--- src/rtl/moving_average_if.sv ---
// rtl/moving_average_if.sv - sample/result bundle between sensor front end and the boxcar filter
interface moving_average_if #(
  parameter int DATA_WIDTH = 11
);
  logic [DATA_WIDTH-1:0] data_input;
  logic [DATA_WIDTH-1:0] result_output;

  modport master (
    output data_input,
    input  result_output
  );

  modport slave (
    input  data_input,
    output result_output
  );
endinterface

--- src/rtl/moving_average.sv ---
// rtl/moving_average.sv - boxcar filter, registered truncated mean of the last 2^WINDOW_LOG2 samples
module moving_average #(
  parameter int DATA_WIDTH  = 11,
  parameter int WINDOW_LOG2 = 2
) (
  input  logic            clk,
  input  logic            reset,
  moving_average_if.slave bus
);
  localparam int N  = 1 << WINDOW_LOG2;
  localparam int SW = DATA_WIDTH + WINDOW_LOG2;

  logic [DATA_WIDTH-1:0]  hist_q [N];
  logic [WINDOW_LOG2-1:0] wr_ptr_q, wr_ptr_d;
  logic [SW-1:0]          sum_q, sum_d;
  logic [DATA_WIDTH-1:0]  result_q, result_d;
  logic [SW-1:0]          new_ext, old_ext;

  // The slot under wr_ptr holds the oldest sample; it leaves the window as the new one enters.
  always_comb begin
    new_ext  = {{WINDOW_LOG2{1'b0}}, bus.data_input};
    old_ext  = {{WINDOW_LOG2{1'b0}}, hist_q[wr_ptr_q]};
    sum_d    = sum_q + new_ext - old_ext;
    result_d = sum_d[SW-1:WINDOW_LOG2];
    wr_ptr_d = wr_ptr_q + WINDOW_LOG2'(1);
  end

  always_ff @(posedge clk or posedge reset) begin
    if (reset) begin
      for (int i = 0; i < N; i++) begin
        hist_q[i] <= '0;
      end
      wr_ptr_q <= '0;
      sum_q    <= '0;
      result_q <= '0;
    end else begin
      hist_q[wr_ptr_q] <= bus.data_input;
      wr_ptr_q         <= wr_ptr_d;
      sum_q            <= sum_d;
      result_q         <= result_d;
    end
  end

  assign bus.result_output = result_q;
endmodule

--- src/flat_wrapper.sv ---
// flat-port wrapper written by rule: the top's interface ports become plain ports
module moving_average_flat 
#(
  parameter int DATA_WIDTH  = 11,
  parameter int WINDOW_LOG2 = 2
)
  (clk, reset, bus_data_input, bus_result_output);
  moving_average_if #(.DATA_WIDTH(DATA_WIDTH)) bus_i ();
  input  logic clk;
  input  logic reset;
  input wire logic [$bits(bus_i.data_input)-1:0] bus_data_input;
  output wire logic [$bits(bus_i.result_output)-1:0] bus_result_output;
  assign bus_i.data_input = bus_data_input;
  assign bus_result_output = bus_i.result_output;
  moving_average #(.DATA_WIDTH(DATA_WIDTH), .WINDOW_LOG2(WINDOW_LOG2)) u_core (.clk(clk), .reset(reset), .bus(bus_i));
endmodule
--- config.mk ---
export PLATFORM = sky130hd
export DESIGN_NAME = moving_average_flat
export DESIGN_NICKNAME = d
export VERILOG_FILES = /design/src/rtl/moving_average_if.sv /design/src/rtl/moving_average.sv /design/src/flat_wrapper.sv
export SDC_FILE = /design/constraint.sdc
export NUM_CORES = 1
export LEC_CHECK = 0
export BUFFER_PORTS_ARGS = -buffer_cell sky130_fd_sc_hd__buf_2
export CORE_ASPECT_RATIO = 0.9
export CORE_MARGIN = 4
export CORE_UTILIZATION = 60
export DETAILED_ROUTE_END_ITERATION = 8
export PLACE_DENSITY_LB_ADDON = 0.12
export SYNTH_ARGS = -nofsm -noshare
export SYNTH_HDL_FRONTEND = slang
export SYNTH_SLANG_ARGS = --single-unit
--- constraint.sdc ---
create_clock -name clk -period 3.7 [get_ports clk]
set_clock_uncertainty 0.2 [all_clocks]
set_input_delay 0 -clock clk [delete_from_list [all_inputs] [get_ports clk]]
set_output_delay 0 -clock clk [all_outputs]
set_load 0.02 [all_outputs]
==> metrics.csv, run 1 <==
stage,metric,value,unit
synth,"top cells by area, synth","dfrtp_1 (43%), mux2_2 (15%), mux4_2 (7.2%)",
power,peak supply drop,548,uV
grt,gr busiest metal,met1,
power,clock network fraction of total power,20.1,%
synth,multiplexer share of the synthesized area,22.1,%
sta,RSZ-0062 raised after global routing,no,
worst_setup_path,Max Fanout on Critical Path,7,
power,Gate power share,51.6,%
power,Net Sw Frac,40.9,%
grt,first-pass GRT wire length,10.6,mm
grt,Congestion Overflow GR,0,
floorplan,die area,7040,sq um
route,antenna-violating nets left,0,
grt,vias in the first global route,2116,
synth,Synth Flop Type,dfrtp_1,
clock_tree,CTS tree,done,
synth,Adder-Cell Fraction of Synth Area,12.5,%
power,Reg power frac,28.3,%
synth,Synth Instances,279,
grt,GR met3 Demand/Resource,4.02,%
route,Pre-antenna DRT Iters,4,
synth,"FFs w/ async S/R, synth",100,%
status,status,"finished, final reports clean",
placed_design,pre-CTS WS,215,ps
clock_tree,CTS Sinks,59,
synth,xor/xnor share of the synthesized area,1.77,%
layout,Post-layout nets,351,
power,Lkg Pwr,1.81,nW
grt,largest net degree at the start of global routing,32,
floorplan,row count,25,
sta,final worst-path cycle share,93.5,%
sta,Final Hold Viols,0,
layout,layout cells sized above 1,35.4,%
clock_tree,H-tree Lvls,3,
layout,"commonest non-fill, non-tap cell in the layout",dfrtp_1,
synth,syn_area_per_cell,12.4,sq um
synth,synthesized cell area,3450,sq um
synth,Synth top area share,42.7,%
layout,area grow syn2layout,12.4,%
sta,clock period minus worst slack,3460,ps
layout,Ant. Diodes,0,
floorplan,initial core utilization,63.8,%
run,Max-Cap Viols,0,
sta,final setup violation count,0,
grt,antenna violations before repair,0,
power,Power Density,734,nW/um^2
worst_setup_path,startpoint types,flip-flop,
synth,largest family of logic cells by synthesized area,multiplexers,
floorplan,chip height,80.0,um
synth,largest area contributor in the netlist,dfrtp_1,
sta,setup TNS,0,ps
synth,complex-gate fraction of the synthesized area,7.03,%
clock_tree,worst skew pair latency,340,ps
route,DR vias,2060,
power,P_int,0.00168,W
worst_setup_path,Worst EP arrival,3460,ps
floorplan,Die Wd,88.0,um
clock_tree,total CTS buffers,9,
route,Iter 0 DRT Violations,63,
min_path,hold crit path type,in -> async,
sta,fin. max-slew vios,0,
route,# DRC,0,
power,Net Sw Power,0.00117,W
layout,non-filler cells in the finished layout,381,
route,drt wl/cell,16.0,um
placed_design,gp weighted congestion,0.806,
sta,relative max-transition margin,55.2,%
synth,Post-Syn Nets,320,
synth,Ys Warns,0,
placed_design,Port Buffers,23,
power,Tot Pwr,0.00285,W
grt,gr usage total,20.2,%
placed_design,Inst Count DP,354,
synth,Synth Area in Simple Gates,4.96,%
sta,FMAX,289,MHz
route,post-DR vias/cell,5.41,
route,final wirelength,6.10,mm
floorplan,# IOs,24,
grt,met2 GRT Util,29.4,%
sta,final worst slack,240,ps
floorplan,CORE AREA,5410,sq um
clock_tree,Post-CTS Repair Setup Buffers,0,
synth,Post-synth EDFFs,0,
worst_setup_path,crit path capture type,flip-flop,
worst_setup_path,"Req. time, crit path",3710,ps
sta,Slew @ Worst Pin,671,ps
clock_tree,clk root buf,clkbuf_8,
clock_tree,Max clock buf depth,2,
placed_design,Post-DP HPWL,4.30,mm
grt,met1 Use GR,29.9,%
clock_tree,Worst-path clk slew,80,ps
synth,Synth Register Bits,59,
worst_setup_path,Setup Crit Path Kind,reg -> reg,
synth,"Distinct cells, synth",42,
synth,post-synthesis sequential area ratio,42.7,%
layout,"commonest non-fill, non-tap cells in the layout","dfrtp_1 (58), inv_1 (50), mux2_2 (45)",
==> repair_timing <==
item / in CTS / in global routing
hold buffers: 12 / 0
gates resized for setup: 0 / 1
setup endpoints to repair: 0 / 3
hold endpoints to repair: 75 / 0
==> flip-flops by register name, indices dropped and copies added (netlist names) <==
name	count
u_core.sum_q	2
u_core.wr_ptr_q	2
u_core.bus.result_output	11
u_core.hist_q	44
==> synth_stat cells, drive strengths merged (2+ instances only) <==
cell,instances
mux2,45
fa,11
clkbuf,6
o21a,2
dfrtp,59
o21ai,3
mux4,11
a21oi,13
nor3,3
xnor2,4
nor2b,4
o311ai,3
nor2,8
buf,13
ha,17
nand2,3
inv,51
nand3,5
xor2,3
==> path summary, 6_finish.rpt <==
kind / from / endpoint / slack [ps] / depth (start not counted)
worst max-delay path: u_core.wr_ptr_q[0] / u_core.bus.result_output[7] / 240 / 8
worst min-delay path: reset / u_core.bus.result_output[10] / 110 / 3
worst max register to register: u_core.wr_ptr_q[0] / u_core.bus.result_output[7] / 240 / 8
worst min register to register: u_core.hist_q[26] / u_core.hist_q[26] / 300 / 1
max in group asynchronous: reset / u_core.wr_ptr_q[0] / 2330 / 4
min in group clk: bus_data_input[2] / u_core.hist_q[24] / 290 / 3
==> through the flow <==
stage	hold slack [ps]	area (sq um)	util (%)
floorplan	-63.4	3450	-
global placement	-69.1	3570	66.0
detailed placement	-57.6	3570	66.0
CTS	119	3880	71.7
global route	180	3880	71.7
finish	110	3880	71.7
==> kinds of logic (layout without fill, tap and decap cells) <==
logic type,Yosys count,after routing
compound gates,29,29
xor+xnor,7,7
fa+ha+maj,28,28
buf+inv,70,105
flops,59,59
mux,57,57
simple gates,29,29
==> power groups by stage <==
stage	clock network [W]	logic, W	registers [W]
after global placement	0	0.00142	0.000820
after floorplan	0	0.00125	0.000809
after CTS	0.000590	0.00147	0.000809
after detailed placement	0	0.00144	0.000820
after global routing	0.000613	0.00165	0.000824
final	0.000572	0.00147	0.000807
==> layer usage <==
metal,vias to the layer above,share of wire (%)
met4,0,1.2
met5,-,0
met3,5,2.9
met2,28,45
met1,1028,51
li1,999,-
==> worst max-delay path: stages (launching register included) <==
cell and delay (ps):
dfrtp_2 500, buf_4 220, mux4_2 530, fa_1 490, inv_1 40, ha_1 330, a21oi_1 310, mux2_2 380
a311oi_1 330
==> cell type report <==
class / instances / area, sq um
clock inverters: 6 / 67.6
flip-flops and latches: 59 / 1480
inverters: 51 / 191
well taps: 67 / 83.8
multi-input cells: 150 / 1670
repair buffers: 39 / 265
clock buffers: 9 / 124
fillers: 393 / 1530
No activity file was read; power rests on OpenSTA's default activity.
==> run 2: changes to the inputs <==
- CORE_MARGIN: 4 -> 2
==> run 2 against run 1 <==
  * Worst setup slack better by 0.62 ps
  * Worst hold slack better by 18 ps
  * Global-route usage up 2.9 points
  * Sequential power up 0.6%
  * Register-to-register slack about the same
  * Via count up 0.24%
  * Sequential share of layout area down 0.32 points
  * Critical path depth up 4
  * Combinational power about the same
  * Die area down 9.3%
  * Final area up 0.77%
  * First-iteration DRC count up 63%
  * Highest routed layer unchanged
==> metrics.csv, run 2 (synthesis gave the netlist of run 1 again) <==
stage,metric,value,unit
sta,fin. max-slew vios,0,
clock_tree,# resized after CTS,0,
clock_tree,Worst-path clk slew,70,ps
floorplan,CORE AREA,5630,sq um
layout,Post-layout nets,351,
route,# DRC,0,
grt,gr usage total,23.1,%
layout,Biggest register,u_core.hist_q,
floorplan,# IOs,24,
sta,Slew @ Worst Pin,696,ps
grt,Congestion Overflow GR,0,
route,final wirelength,6.39,mm
layout,"commonest non-fill, non-tap cell in the layout",dfrtp_1,
layout,# fillers,410,
route,Pre-antenna DRT Iters,4,
worst_setup_path,Worst Setup SP,u_core.wr_ptr_q[0],
sta,relative max-transition margin,53.6,%
worst_setup_path,Worst EP arrival,3480,ps
sta,Min Hold Slack,129,ps
layout,fin area,3910,sq um
worst_setup_path,Setup Crit Path Kind,reg -> reg,
clock_tree,CTS tree,done,
grt,first-pass GRT wire length,11.4,mm
worst_setup_path,Max Fanout on Critical Path,9,
layout,area grow syn2layout,13.3,%
layout,"commonest non-fill, non-tap cells in the layout","dfrtp_1 (59), inv_1 (50), mux2_2 (45)",
power,Lkg Pwr,1.83,nW
worst_setup_path,"Req. time, crit path",3720,ps
floorplan,initial core utilization,61.4,%
sta,FMAX,289,MHz
route,DR vias,2065,
sta,setup TNS,0,ps
floorplan,Die Wd,84.0,um
worst_setup_path,reg-to-reg critical path startpoint,u_core.wr_ptr_q[0],
route,post-DR vias/cell,5.36,
route,antenna-violating nets left,0,
grt,largest net degree at the start of global routing,33,
sta,RSZ-0062 raised after global routing,no,
floorplan,die area,6380,sq um
route,Iter 0 DRT Violations,103,
placed_design,gp weighted congestion,0.793,
clock_tree,total CTS buffers,9,
sta,final worst-path cycle share,93.5,%
sta,Final Hold Viols,0,
clock_tree,Max clock buf depth,2,
sta,clock period minus worst slack,3460,ps
placed_design,Post-DP HPWL,4.42,mm
sta,final setup violation count,0,
layout,layout cells sized above 1,34.6,%
clock_tree,worst skew pair latency,340,ps
floorplan,row count,26,
clock_tree,H-tree Lvls,3,
worst_setup_path,startpoint types,flip-flop,
clock_tree,CTS Sinks,59,
min_path,hold crit path type,in -> async,
layout,Final Util,69.5,%
layout,multi-input logic area,1670,sq um
worst_setup_path,crit path capture type,flip-flop,
power,peak supply drop,586,uV
layout,max FFs per register,44,
clock_tree,Post-CTS Repair Setup Buffers,0,
floorplan,chip height,76.0,um
run,Max-Cap Viols,0,
power,Power Density,748,nW/um^2
route,drt wl/cell,16.6,um
layout,Ant. Diodes,0,
power,Tot Pwr,0.00293,W
grt,vias in the first global route,2272,
grt,antenna violations before repair,0,
layout,Sequential Area,1480,sq um
clock_tree,clk root buf,clkbuf_8,
placed_design,Placed Area,3570,sq um
clock_tree,Post-CTS Hold Buffers,12,
status,status,"finished, final reports clean",
placed_design,Port Buffers,23,
-- run 2: changes by cell type in the layout (fill, tap and decap cells not counted) --
cell        change
clkbuf_1        +2
clkinv_4        -1
clkinvlp_4      -2
clkbuf_8        +1
dfrtp_1         +1
bufinv_16       +1
dfrtp_2         -1
-- run 2: path summary, 6_finish.rpt --
path / slack, ps / endpoint / depth (start not counted)
max reg2reg: 240 / u_core.bus.result_output[8] / 12
min reg2reg: 300 / u_core.hist_q[21] / 1
min in group clk: 300 / u_core.hist_q[21] / 1
min: 130 / u_core.hist_q[35] / 3
max in group asynchronous: 2350 / u_core.hist_q[22] / 4
max: 240 / u_core.bus.result_output[8] / 12
-- run 2: final cells by class --
cell class,instances,area share [%]
Sequential cell,59,37.7
Clock buffer,12,3.71
Timing Repair Buffer,39,6.78
Inverter,51,4.89
Tap cell,70,2.24
Multi-Input combinational cell,150,42.8
Clock inverter,4,1.89
-- run 2: routing by layer --
| layer | part of all wire (%) | GRT usage (%) | vias up | wire length (um) |
|---|---|---|---|---|
| met3 | 3.6 | 5.74 | 8 | 229 |
| li1 | - | - | 996 | - |
| met4 | 1.0 | 6.77 | 0 | 65 |
| met2 | 45 | 35.4 | 41 | 2910 |
| met1 | 50 | 33.1 | 1020 | 3190 |
| met5 | 0 | 0 | - | 0 |
-- run 2: critical path, stage by stage (launching register included) --
cell,delay (ps)
dfrtp_1,480
buf_4,260
mux4_2,530
ha_1,290
inv_1,40
ha_1,210
inv_1,100
fa_1,280
nor2b_4,60
o31a_4,310
o311ai_4,280
mux2i_1,220
nand3_1,80
-- run 2: where the power goes --
part           switching (W)  internal, W  total (W)  leakage (nW)
Combinational       0.000845     0.000615    0.00146          1.03
Clock               0.000258     0.000398   0.000656         0.111
Sequential         0.0000505     0.000762   0.000812         0.688
Total                0.00115      0.00177    0.00293          1.83
-- run 2: metrics by stage --
| step | instances | setup WS, ps |
|---|---|---|
| final | 385 | 241 |
| after global routing | 385 | 27.3 |
| after CTS | 385 | 221 |
| after detailed placement | 357 | 262 |
| after global placement | 357 | 308 |
| after floorplan | 279 | 305 |
